`src/rtl/ex_mem_flags_pkg.sv`:
```
// rtl/ex_mem_flags_pkg.sv - shared types for the EX/MEM flag stage
package ex_mem_flags_pkg;

  localparam int WIDTH_DEF = 64;
  localparam int REGW_DEF  = 5;

  typedef enum logic [3:0] {
    COND_EQ = 4'h0,
    COND_NE = 4'h1,
    COND_HS = 4'h2,
    COND_LO = 4'h3,
    COND_MI = 4'h4,
    COND_PL = 4'h5,
    COND_VS = 4'h6,
    COND_VC = 4'h7,
    COND_HI = 4'h8,
    COND_LS = 4'h9,
    COND_GE = 4'hA,
    COND_LT = 4'hB,
    COND_GT = 4'hC,
    COND_LE = 4'hD,
    COND_AL = 4'hE,
    COND_NV = 4'hF
  } cond_t;

  typedef struct packed {
    logic n;
    logic z;
    logic v;
    logic c;
  } flags_t;

endpackage

```
`src/rtl/ex_mem_flags_cond_eval.sv`:
```
// rtl/ex_mem_flags_cond_eval.sv - combinational condition-code evaluator
module ex_mem_flags_cond_eval
  import ex_mem_flags_pkg::*;
(
  input  cond_t  cond_i,
  input  flags_t flags_i,
  output logic   true_o
);

  // Map the condition code onto the NZVC flags; E and F are both always-true
  always_comb begin
    true_o = 1'b1;
    case (cond_i)
      COND_EQ: true_o = flags_i.z;
      COND_NE: true_o = !flags_i.z;
      COND_HS: true_o = flags_i.c;
      COND_LO: true_o = !flags_i.c;
      COND_MI: true_o = flags_i.n;
      COND_PL: true_o = !flags_i.n;
      COND_VS: true_o = flags_i.v;
      COND_VC: true_o = !flags_i.v;
      COND_HI: true_o = flags_i.c && !flags_i.z;
      COND_LS: true_o = !flags_i.c || flags_i.z;
      COND_GE: true_o = (flags_i.n == flags_i.v);
      COND_LT: true_o = (flags_i.n != flags_i.v);
      COND_GT: true_o = !flags_i.z && (flags_i.n == flags_i.v);
      COND_LE: true_o = flags_i.z || (flags_i.n != flags_i.v);
      default: true_o = 1'b1;
    endcase
  end

endmodule

```
`src/rtl/ex_mem_flags.sv`:
```
// rtl/ex_mem_flags.sv - EX/MEM pipeline register, NZVC flags and branch resolve; optional EXMEM_PERF_CNT_EN counters
module ex_mem_flags
  import ex_mem_flags_pkg::*;
#(
  parameter int WIDTH = WIDTH_DEF,
  parameter int REGW  = REGW_DEF
) (
  input  logic             clk,
  input  logic             reset,
  input  logic             stall,
  input  logic             flush,
  input  logic             ex_valid,
  input  logic [WIDTH-1:0] ex_result,
  input  logic             ex_negative,
  input  logic             ex_zero,
  input  logic             ex_overflow,
  input  logic             ex_carry_out,
  input  logic             ex_set_flags,
  input  logic             ex_is_arith,
  input  logic             ex_cond_br,
  input  logic             ex_cbz,
  input  logic [3:0]       ex_cond,
  input  logic             ex_reg_wr,
  input  logic             ex_mem_wr,
  input  logic             ex_mem_rd,
  input  logic [REGW-1:0]  ex_rd,
  input  logic [WIDTH-1:0] ex_store_data,
  output logic             mem_valid,
  output logic [WIDTH-1:0] mem_result,
  output logic [WIDTH-1:0] mem_store_data,
  output logic [REGW-1:0]  mem_rd,
  output logic             mem_reg_wr,
  output logic             mem_mem_wr,
  output logic             mem_mem_rd,
  output logic             mem_br_taken,
  output logic             flag_n,
  output logic             flag_z,
  output logic             flag_v,
  output logic             flag_c
`ifdef EXMEM_PERF_CNT_EN
  ,
  output logic [31:0]      perf_insn,
  output logic [31:0]      perf_br_taken,
  output logic [31:0]      perf_stall
`endif
);

  logic             valid_q, valid_d;
  logic [WIDTH-1:0] result_q, result_d;
  logic [WIDTH-1:0] store_q, store_d;
  logic [REGW-1:0]  rd_q, rd_d;
  logic             reg_wr_q, reg_wr_d;
  logic             mem_wr_q, mem_wr_d;
  logic             mem_rd_q, mem_rd_d;
  logic             br_q, br_d;
  flags_t           flags_q, flags_d;

  logic             advance;
  logic             cond_true;
  logic             br_decision;

  assign advance = !stall && !flush;

  ex_mem_flags_cond_eval u_cond_eval (
    .cond_i  (cond_t'(ex_cond)),
    .flags_i (flags_q),
    .true_o  (cond_true)
  );

  // Branch outcome uses the current flag register, so a combined set+branch sees old flags
  assign br_decision = ex_valid && ((ex_cond_br && cond_true) || (ex_cbz && ex_zero));

  // Next-state for the pipeline register: flush kills control, stall holds, else capture
  always_comb begin
    valid_d  = valid_q;
    result_d = result_q;
    store_d  = store_q;
    rd_d     = rd_q;
    reg_wr_d = reg_wr_q;
    mem_wr_d = mem_wr_q;
    mem_rd_d = mem_rd_q;
    br_d     = br_q;
    if (flush) begin
      valid_d  = 1'b0;
      reg_wr_d = 1'b0;
      mem_wr_d = 1'b0;
      mem_rd_d = 1'b0;
      br_d     = 1'b0;
    end else if (!stall) begin
      valid_d  = ex_valid;
      result_d = ex_result;
      store_d  = ex_store_data;
      rd_d     = ex_rd;
      reg_wr_d = ex_reg_wr && ex_valid;
      mem_wr_d = ex_mem_wr && ex_valid;
      mem_rd_d = ex_mem_rd && ex_valid;
      br_d     = br_decision;
    end
  end

  // Flag register write; logic ops clear V and C
  always_comb begin
    flags_d = flags_q;
    if (advance && ex_valid && ex_set_flags) begin
      flags_d.n = ex_negative;
      flags_d.z = ex_zero;
      flags_d.v = ex_is_arith ? ex_overflow  : 1'b0;
      flags_d.c = ex_is_arith ? ex_carry_out : 1'b0;
    end
  end

  // State registers with synchronous reset
  always_ff @(posedge clk) begin
    if (reset) begin
      valid_q  <= 1'b0;
      result_q <= '0;
      store_q  <= '0;
      rd_q     <= '0;
      reg_wr_q <= 1'b0;
      mem_wr_q <= 1'b0;
      mem_rd_q <= 1'b0;
      br_q     <= 1'b0;
      flags_q  <= '0;
    end else begin
      valid_q  <= valid_d;
      result_q <= result_d;
      store_q  <= store_d;
      rd_q     <= rd_d;
      reg_wr_q <= reg_wr_d;
      mem_wr_q <= mem_wr_d;
      mem_rd_q <= mem_rd_d;
      br_q     <= br_d;
      flags_q  <= flags_d;
    end
  end

  assign mem_valid      = valid_q;
  assign mem_result     = result_q;
  assign mem_store_data = store_q;
  assign mem_rd         = rd_q;
  assign mem_reg_wr     = reg_wr_q;
  assign mem_mem_wr     = mem_wr_q;
  assign mem_mem_rd     = mem_rd_q;
  assign mem_br_taken   = br_q;
  assign flag_n         = flags_q.n;
  assign flag_z         = flags_q.z;
  assign flag_v         = flags_q.v;
  assign flag_c         = flags_q.c;

`ifdef EXMEM_PERF_CNT_EN
  logic [31:0] perf_insn_q, perf_insn_d;
  logic [31:0] perf_br_q, perf_br_d;
  logic [31:0] perf_stall_q, perf_stall_d;

  // Saturating event counters: retired advances, captured taken branches, stall cycles
  always_comb begin
    perf_insn_d  = perf_insn_q;
    perf_br_d    = perf_br_q;
    perf_stall_d = perf_stall_q;
    if (advance && ex_valid && (perf_insn_q != 32'hFFFF_FFFF))
      perf_insn_d = perf_insn_q + 32'd1;
    if (advance && br_decision && (perf_br_q != 32'hFFFF_FFFF))
      perf_br_d = perf_br_q + 32'd1;
    if (stall && !flush && (perf_stall_q != 32'hFFFF_FFFF))
      perf_stall_d = perf_stall_q + 32'd1;
  end

  // Counter registers
  always_ff @(posedge clk) begin
    if (reset) begin
      perf_insn_q  <= '0;
      perf_br_q    <= '0;
      perf_stall_q <= '0;
    end else begin
      perf_insn_q  <= perf_insn_d;
      perf_br_q    <= perf_br_d;
      perf_stall_q <= perf_stall_d;
    end
  end

  assign perf_insn     = perf_insn_q;
  assign perf_br_taken = perf_br_q;
  assign perf_stall    = perf_stall_q;
`endif

endmodule

```
`config.mk`:
```
export PLATFORM = sky130hd
export DESIGN_NAME = ex_mem_flags
export DESIGN_NICKNAME = d
export VERILOG_FILES = /design/src/rtl/ex_mem_flags_pkg.sv /design/src/rtl/ex_mem_flags_cond_eval.sv /design/src/rtl/ex_mem_flags.sv
export SDC_FILE = /design/constraint.sdc
export NUM_CORES = 1
export LEC_CHECK = 0
export BUFFER_PORTS_ARGS = -buffer_cell sky130_fd_sc_hd__buf_4
export CAP_MARGIN = 30
export CORE_AREA = 2 2 114 116
export CTS_CLUSTER_SIZE = 24
export DETAILED_ROUTE_END_ITERATION = 8
export DIE_AREA = 0 0 116 118
export GPL_ROUTABILITY_DRIVEN = 0
export PLACE_DENSITY_LB_ADDON = 0.12
export SLEW_MARGIN = 0
export SYNTH_ARGS = -nofsm -noshare
export SYNTH_HDL_FRONTEND = slang
export SYNTH_SLANG_ARGS = --single-unit
```
`constraint.sdc`:
```
create_clock -name clk -period 2.5 [get_ports clk]
set_input_delay 0.5 -clock clk [delete_from_list [all_inputs] [get_ports clk]]
set_output_delay 0.5 -clock clk [all_outputs]
set_load 0.005 [all_outputs]
```
==> metrics.cfg <==
[run_status]
status=finished, final reports clean

[global_routing]
antenna_found_initial=0
grt_pass1_vias=4859
track_usage=0.2202
grt_max_degree=78
grt_pass1_wl_um=23560
grt-ovfl-total=0

[setup_path]
arrival_ns=1.05
cp_top_family=flip-flops
end_kind=output pin
crit_buf_inv=1
critPathLaunchType=flip-flop
cp_data_required_time_ns=2.00
crit_chain=buf_4
cp_slowest_stage_delay_ns=0.47
crit_type=reg2out
critPathSlowestCell=dfxtp_1
crit_fanout=6

[floorplan]
die_x_um=116
initial_utilization=0.4133
fp-row-count=41
ios=295
die_h_um=118
core-area_sq_um=12410
dieArea_sq_um=13690

[synth]
ys_ff_latch=142
syn_inst=646
synth.avg_cell_area_sq_um=7.943
syn_area_sq_um=5131
synth_top_area_share=0.5540
synthTopCellsByArea=dfxtp_1, nand2_1, a21oi_1
synth_top_cell_by_area=dfxtp_1
syn_nets=799
ys_seq_area_frac=0.5540
yosys_warnings=0
ys_types=34

[power]
share_comb_of_total_power=0.112
max-vdd-ir-drop_v=0.0003498
seqPwrFrac=0.435
p_clk_frac=0.453
p_sw_frac=0.2169
power.density_nw_per_um2=697.5
p_sw_mw=1.206
power_leakage_nw=3.545
internal_power_mw=4.355

[sta]
tightest_slew_ns=0.6063
finalSetupViolations=0
slew_viol_final=0
hold_viol=0
post-route-period-util=0.6211
hold_ws_ns=0.3283
fmax_mhz=644.0
rsz0062_at_grt=no
finalCriticalPeriod_ns=1.553
slew_headroom=0.5958
setup_tns_ns=0
finClkSkew_ns=0.002105

[routing]
firstDrtPassIters=4
routed_wl_um=15300
ant_nets=0
wl_per_cell_um=13.91
drc_errors=0
dr.first_iter.drc_count=353
vias=5260
vias_per_cell=4.782

[cells_and_area]
mostFrequentLayoutCell=buf_4
finalNonFillerCells=1100
diodes=0
n_fill_cell=1087
final_cell_mix=buf_4, nand2_1, dfxtp_1
syn2layout_area_growth_pct=55.38
nets=1069
utilization=0.6422
layout-drive-gt1-share=0.3556

[run]
maxCapViolations=0

[clock_tree]
cts_hold_buf=0
clock_path_buffers=2
cts_setup_buffers=0
cts_resized=0
clock_latency_ns=0.42
cts_max_level=4
cts_inserted_buffers=17
cts-root-buf=clkbuf_16
cts_sinks=142
cts_tree=yes
clk_pin_slew_worst_paths_ns=0.06

[placement]
dp_hpwl_um=10940
place_inst=1069
numPortBuffers=294

[hold_path]
hold_class=in2reg

-- path summary, 6_finish.rpt --
path	start	endpoint	slack, ns	depth (start not counted)
setup reg to reg	flag_v$_SDFFE_PP0P_	mem_br_taken$_SDFFE_PP0N_	1.06	4
setup / recovery	flag_n$_SDFFE_PP0P_	flag_n	0.95	1
hold reg to reg	mem_result[31]$_SDFFE_PP0P_	mem_result[31]$_SDFFE_PP0P_	0.45	2
hold / removal	ex_result[51]	mem_result[51]$_SDFFE_PP0P_	0.33	3
-- worst register-to-register path, cell delays in order, from the launching register on --
cell and delay (ns):
dfxtp_1 0.47, xor2_1 0.21, o221ai_1 0.15, o311ai_0 0.35, a31oi_1 0.13
-- synthesized netlist by cell type --
library cell and n:
a22oi_1 3, clkbuf_1 25, a211oi_1 1, inv_1 1, and3b_1 1, nor2_1 2
and3_1 1, dfxtp_1 142, nand4b_1 2, or2b_1 1, or2_2 1, and4bb_2 1
xnor2_1 2, buf_2 15, o21ai_1 1, a21oi_1 139, mux2i_1 1, nor3_1 4
nand4bb_1 1, o311ai_0 1, xor2_1 1, or3b_2 1, a311o_1 1, nor4b_1 1
a31oi_1 2, and2_1 1, nand3b_1 2, or4b_1 1, buf_4 1, nand2_1 275
buf_6 8, o221ai_1 1, nand3_1 5, and2b_1 1
-- per-layer routing --
layer  track usage  part of all wire
met1        0.2387              0.38
met2        0.3772              0.51
met3       0.08187             0.088
met4       0.09970             0.027
met5             0                 0
-- kinds of logic after synthesis --
| logic type | count (synthesis) | share of synthesized area |
|---|---|---|
| muxes | 1 | 0.001951 |
| and+or+nand+nor | 301 | 0.2360 |
| AOI/OAI and AO/OA | 149 | 0.1502 |
| buffers and inverters | 50 | 0.05267 |
| DFF | 142 | 0.5540 |
| xor gates and xnor gates | 3 | 0.005122 |
-- per-stage QoR --
step           setup slack [ns]  power (mW)  area [sq um]
2_1_floorplan            0.8937       2.705          5131
5_1_grt                  0.8985       5.799          7973
6_report                 0.9473       5.561          7973
3_5_place_dp             0.7983       3.092          7380
3_3_place_gp             0.8791       3.074          7380
4_1_cts                  0.9333       5.624          7973
-- power by group through the flow --
stage	clock network, mW	registers, mW	logic [mW]
after detailed placement	0	2.47	0.626
final	2.52	2.42	0.622
after global placement	0	2.46	0.612
after global routing	2.69	2.43	0.682
after floorplan	0	2.47	0.234
after CTS	2.58	2.42	0.628
-- area by class of cell --
class                   count  area [sq um]  area share
inverters                   1         3.754   0.0004708
well taps                 172         215.2     0.02699
multi-input cells         454          2028      0.2544
clock buffers              25         485.5     0.06089
clock inverters             6         107.6     0.01350
repair buffers            300          2290      0.2872
flip-flops and latches    142          2843      0.3566
Power figures use the tool's default switching activity.
